File: config.mk
export PLATFORM = sky130hd
export DESIGN_NAME = rf_adc_sar_responder
export DESIGN_NICKNAME = d
export VERILOG_FILES = /design/src/rtl/rf_adc_sar_responder.sv
export SDC_FILE = /design/constraint.sdc
export NUM_CORES = 1
export LEC_CHECK = 0
export ABC_CLOCK_PERIOD_IN_PS = 3500
export CAP_MARGIN = 20
export CORE_MARGIN = 3
export CORE_UTILIZATION = 50
export CTS_BUF_LIST = sky130_fd_sc_hd__clkbuf_16
export DETAILED_ROUTE_END_ITERATION = 10
export GPL_TIMING_DRIVEN = 0
export PLACE_DENSITY = 0.83
export SLEW_MARGIN = 20
export SYNTH_ARGS = -nofsm -noshare
export SYNTH_HDL_FRONTEND = slang
export SYNTH_SLANG_ARGS = --single-unit
File: constraint.sdc
create_clock -name clk -period 3.5 [get_ports clk]
set_input_delay 0.7 -clock clk [delete_from_list [all_inputs] [get_ports clk]]
set_output_delay 0.7 -clock clk [all_outputs]
set_load 0.03 [all_outputs]
File: src/rtl/rf_adc_sar_responder.sv
// ADC-side responder for the RF detector readout: decodes ADC_CTRL, samples one of
// four detector channels and runs an 8-bit SAR conversion, flagging EOC when done.
module rf_adc_sar_responder #(
  parameter int SAMPLE_CYCLES = 4,
  parameter int CLK_DIV       = 2
) (
  input  logic       clk,
  input  logic       rst,
  input  logic [7:0] adc_ctrl,
  input  logic [7:0] det1,
  input  logic [7:0] det2,
  input  logic [7:0] det3,
  input  logic [7:0] det4,
  output logic [7:0] adc_result,
  output logic       adc_eoc,
  output logic       busy,
  output logic       err_sel
);
  localparam int MAXC = (SAMPLE_CYCLES > CLK_DIV) ? SAMPLE_CYCLES : CLK_DIV;
  localparam int CW   = (MAXC > 1) ? $clog2(MAXC) : 1;

  typedef enum logic [2:0] {OFF, IDLE, SAMPLE, CONVERT, DONE} state_t;

  state_t          state, nxt;
  logic            st_d;
  logic [7:0]      vin, sar, det_sel, trial;
  logic [CW-1:0]   cnt;
  logic [2:0]      bit_idx;

  logic       adc_en, clk_en, st_conv, start, go, sel_ok, keep;
  logic [2:0] mux_sel;
  logic       unused_ok;

  assign adc_en    = adc_ctrl[7];
  assign clk_en    = adc_ctrl[6];
  assign st_conv   = adc_ctrl[5];
  assign mux_sel   = adc_ctrl[2:0];
  assign unused_ok = ^adc_ctrl[4:3];

  assign start  = st_conv & ~st_d;
  assign go     = start & adc_en & clk_en;
  assign sel_ok = (mux_sel >= 3'd1) && (mux_sel <= 3'd4);
  assign trial  = sar | (8'd1 << bit_idx);
  assign keep   = (trial <= vin);

  always_comb begin
    det_sel = 8'd0;
    case (mux_sel)
      3'd1:    det_sel = det1;
      3'd2:    det_sel = det2;
      3'd3:    det_sel = det3;
      3'd4:    det_sel = det4;
      default: det_sel = 8'd0;
    endcase
  end

  always_ff @(posedge clk or posedge rst) begin
    if (rst) state <= OFF;
    else     state <= nxt;
  end

  // Dropping ADC_EN wins over every other transition.
  always_comb begin
    nxt = state;
    if (!adc_en) nxt = OFF;
    else begin
      case (state)
        OFF:        nxt = IDLE;
        IDLE, DONE: if (go && sel_ok) nxt = SAMPLE;
        SAMPLE:     if (clk_en && cnt == '0) nxt = CONVERT;
        CONVERT:    if (clk_en && cnt == '0 && bit_idx == 3'd0) nxt = DONE;
        default:    nxt = OFF;
      endcase
    end
  end

  always_comb begin
    busy = (state == SAMPLE) || (state == CONVERT);
  end

  // Datapath: clk_en low freezes cnt, bit_idx and sar in SAMPLE/CONVERT.
  always_ff @(posedge clk or posedge rst) begin
    if (rst) begin
      st_d       <= 1'b0;
      vin        <= 8'd0;
      sar        <= 8'd0;
      cnt        <= '0;
      bit_idx    <= 3'd0;
      adc_result <= 8'd0;
      adc_eoc    <= 1'b0;
      err_sel    <= 1'b0;
    end else begin
      st_d    <= st_conv;
      err_sel <= 1'b0;
      if (!adc_en) begin
        adc_eoc <= 1'b0;
        sar     <= 8'd0;
      end else begin
        case (state)
          IDLE, DONE: if (go) begin
            if (sel_ok) begin
              vin     <= det_sel;
              sar     <= 8'd0;
              adc_eoc <= 1'b0;
              cnt     <= CW'(SAMPLE_CYCLES - 1);
            end else begin
              err_sel <= 1'b1;
            end
          end
          SAMPLE: if (clk_en) begin
            if (cnt == '0) begin
              bit_idx <= 3'd7;
              cnt     <= CW'(CLK_DIV - 1);
            end else begin
              cnt <= cnt - 1'b1;
            end
          end
          CONVERT: if (clk_en) begin
            if (cnt == '0) begin
              if (keep) sar <= trial;
              if (bit_idx == 3'd0) begin
                adc_result <= keep ? trial : sar;
                adc_eoc    <= 1'b1;
              end else begin
                bit_idx <= bit_idx - 3'd1;
                cnt     <= CW'(CLK_DIV - 1);
              end
            end else begin
              cnt <= cnt - 1'b1;
            end
          end
          default: ;
        endcase
      end
    end
  end
endmodule

==> flow_metrics.env <==
export IMPL_status="finished, final reports clean"
export IMPL_gr_total_overflow=0
export IMPL_syn_num_nets=273
export IMPL_drt_wirelength_per_cell_um=14.81
export IMPL_yosysTopAreaCellShare=0.4187
export IMPL_synth_area_mm2=0.002092
export IMPL_synth_most_common_cell="dfrtp_1"
export IMPL_clockBufferDepth=2
export IMPL_rsz0062_at_grt="no"
export IMPL_synthArstFlopShare=1.000
export IMPL_power_mw=1.285
export IMPL_die_area_mm2=0.004996
export IMPL_initial_core_util=0.5429
export IMPL_grt_max_degree=36
export IMPL_p_leak_nw=1.280
export IMPL_peakVddDrop_v=0.0003504
export IMPL_r2r_end="sar[2]$_DFFE_PP0P_"
export IMPL_end_kind="flip-flop"
export IMPL_cts_tree="done"
export IMPL_worstPathArrival_ns=2.71
export IMPL_min_period_ns=2.584
export IMPL_synth_warnings=0
export IMPL_r2r_start="bit_idx[0]$_DFFE_PP0P_"
export IMPL_hp_class="flip-flop to flip-flop"
export IMPL_synth_edf_count=0
export IMPL_hold_path_startpoint="adc_result[0]$_DFFE_PP0P_"
export IMPL_synthCells=218
export IMPL_die_w_um=70.69
export IMPL_routed_via_density=5.557
export IMPL_worst_slew_pin_slew_ns=0.8705
export IMPL_ys_seq_area_frac=0.4187
export IMPL_n_antenna_cell=0
export IMPL_clock_insertion_delay_worst_skew_ns=0.28
export IMPL_synthDistinctLibCells=39
export IMPL_drc=0
export IMPL_worst_endpoint_required_ns=3.63
export IMPL_grt_pass1_vias=1812
export IMPL_gp_congestion=0.7914
export IMPL_grt_pass1_wl_um=7983
export IMPL_path_max_fanout=7
export IMPL_synth_seq_cells=35
export IMPL_cts_root_buf="clkbuf_16"
export IMPL_cts_clk_slew_worst_paths_ns=0.06
export IMPL_antenna_found_initial=0
export IMPL_crit_chain="inv_1 > ha_1 > nor2b_1 > nor2_1 > ha_1 > nor2b_1 > o21ai_0 > and4bb_2 > o211ai_1 > o21ai_0"
export IMPL_reg2reg_depth=10
export IMPL_final_period_utilization=0.7382
export IMPL_startpoint="bit_idx[0]$_DFFE_PP0P_"
export IMPL_finalHoldViolCount=0
export IMPL_vias=1795
export IMPL_maxCapViolCount=0
export IMPL_ys_flop_type="dfrtp_1"
export IMPL_wirelength_um=4785
export IMPL_track_usage=0.1984
export IMPL_finalNetCount=329
export IMPL_cp_depth=10
export IMPL_rows=22
export IMPL_io_buffers=49
export IMPL_hold_buffers=0
export IMPL_die_h_um=70.69
export IMPL_io_pins=53
export IMPL_relSlewSlack=0.4184
export IMPL_core_mm2=0.003854
export IMPL_avgSynthCellArea_um2=9.596
export IMPL_setup_violations=0
export IMPL_skew_ns=0.005735
export IMPL_start_kind="flip-flop"
export IMPL_synth_commonest_cells="35 x dfrtp_1, 17 x nor2_1, 14 x nand2_1, 14 x o21ai_0"
export IMPL_yosysTopAreaCell="dfrtp_1"
export IMPL_cts_resized=0
export IMPL_cp_slowest_stage_delay_ns=0.46
export IMPL_post_cts_buffers=0
export IMPL_cts_buffers_inserted=5
export IMPL_drive_gt1_frac=0.1309
export IMPL_fmax_ghz=0.3870
export IMPL_dr_pass1_iters=4
export IMPL_path_class="flip-flop to flip-flop"
export IMPL_drtIter0Drc=130
export IMPL_ant_nets=0
export IMPL_critPathTopFamily="simple AND/OR/NAND/NOR gates"
export IMPL_regToRegSetupSlack_ns=0.92
export IMPL_area_growth_pct=34.15
export IMPL_crit_buf_inv=1
export IMPL_tritoncts_num_sinks=35
export IMPL_setup_worst_path_end="sar[2]$_DFFE_PP0P_"
export IMPL_ys_top_cells_by_area="dfrtp_1 42%, ha_1 7.8%, mux2_2 7.0%"
export IMPL_finalMaxSlewViolations=0
export IMPL_power_density_mw_per_mm2=457.8
export IMPL_hpwl_um=3666
export IMPL_cts_htree_levels=2
export IMPL_slowest_stage="o211ai_1"
export IMPL_finalSetupTns_ns=0
tightest hold or removal path, cell delays in order, from the launching register on:
cell,delay (ns)
dfrtp_1,0.34
nand2_1,0.04
o21ai_0,0.06
routing by layer:
metal  share of wire  global-route usage  up-vias  routed length [um]
met2            0.51              0.3471       27                2426
met5               0                   0        -                   0
met4           0.016             0.07516        0                  78
met3           0.029             0.03693        8                 140
met1            0.45              0.2418      869                2139
li1                -                   -      891                   -
worst min path at each step:
stage | cells past startpoint | slack [ns] | endpoint
global route | 2 | 0.52 | adc_result[3]$_DFFE_PP0P_
floorplan | 2 | 0.46 | sar[5]$_DFFE_PP0P_
detailed placement | 2 | 0.48 | adc_result[0]$_DFFE_PP0P_
global placement | 2 | 0.46 | adc_result[0]$_DFFE_PP0P_
CTS | 2 | 0.49 | adc_result[0]$_DFFE_PP0P_
finish | 2 | 0.48 | adc_result[0]$_DFFE_PP0P_
cell families after synthesis:
| family | share of synthesized area |
|---|---|
| DFF | 0.4187 |
| xor gates and xnor gates | 0.004187 |
| buffers and inverters | 0.05442 |
| muxes | 0.08433 |
| adders and majority gates | 0.07775 |
| and+or+nand+nor | 0.1974 |
| AOI/OAI and AO/OA | 0.1633 |
where the power goes:
group | switching (mW) | total, mW | internal, mW
clock network | 0.161 | 0.492 | 0.332
logic | 0.161 | 0.304 | 0.143
registers | 0.0297 | 0.489 | 0.459
final cells by class:
cell class / instances / area (um^2)
Sequential cell: 35 / 875.8
Buffer: 10 / 72.57
Fill cell: 296 / 1047
Inverter: 11 / 41.29
Clock buffer: 5 / 125.1
Timing Repair Buffer: 49 / 490.5
Clock inverter: 3 / 38.79
Tap cell: 48 / 60.06
Multi-Input combinational cell: 162 / 1102
stage by stage:
stage	instances	cell area [um^2]	worst slack [ns]	util	hold WS, ns
finish	323	2806	0.9162	0.7282	0.4807
global route	323	2806	0.7148	0.7282	0.5210
CTS	323	2806	0.9626	0.7282	0.4915
detailed placement	315	2643	0.9549	0.6857	0.4787
global placement	315	2643	0.9778	0.6857	0.4627
floorplan	218	2092	1.422	-	0.4599
placed cells by master, fill, tap and decap left out, drive strengths merged, types with 3 or more instances in the layout:
| master | instances |
|---|---|
| a211oi | 9 |
| a21oi | 13 |
| a22oi | 8 |
| buf | 9 |
| clkbuf | 6 |
| clkdlybuf4s50 | 49 |
| dfrtp | 35 |
| ha | 13 |
| inv | 11 |
| mux2 | 13 |
| mux2i | 3 |
| nand2 | 14 |
| nand2b | 11 |
| nand3 | 14 |
| nor2 | 18 |
| nor2b | 5 |
| nor3 | 5 |
| o21ai | 17 |
| o31ai | 4 |
sequential cells by signal (all words and copies together), names as in the netlist:
signal,cells
state,3
bit_idx,3
cnt,2
st_d,1
sar,8
adc_eoc,1
err_sel,1
vin,8
adc_result,8
(Power assumes the default switching activity.)
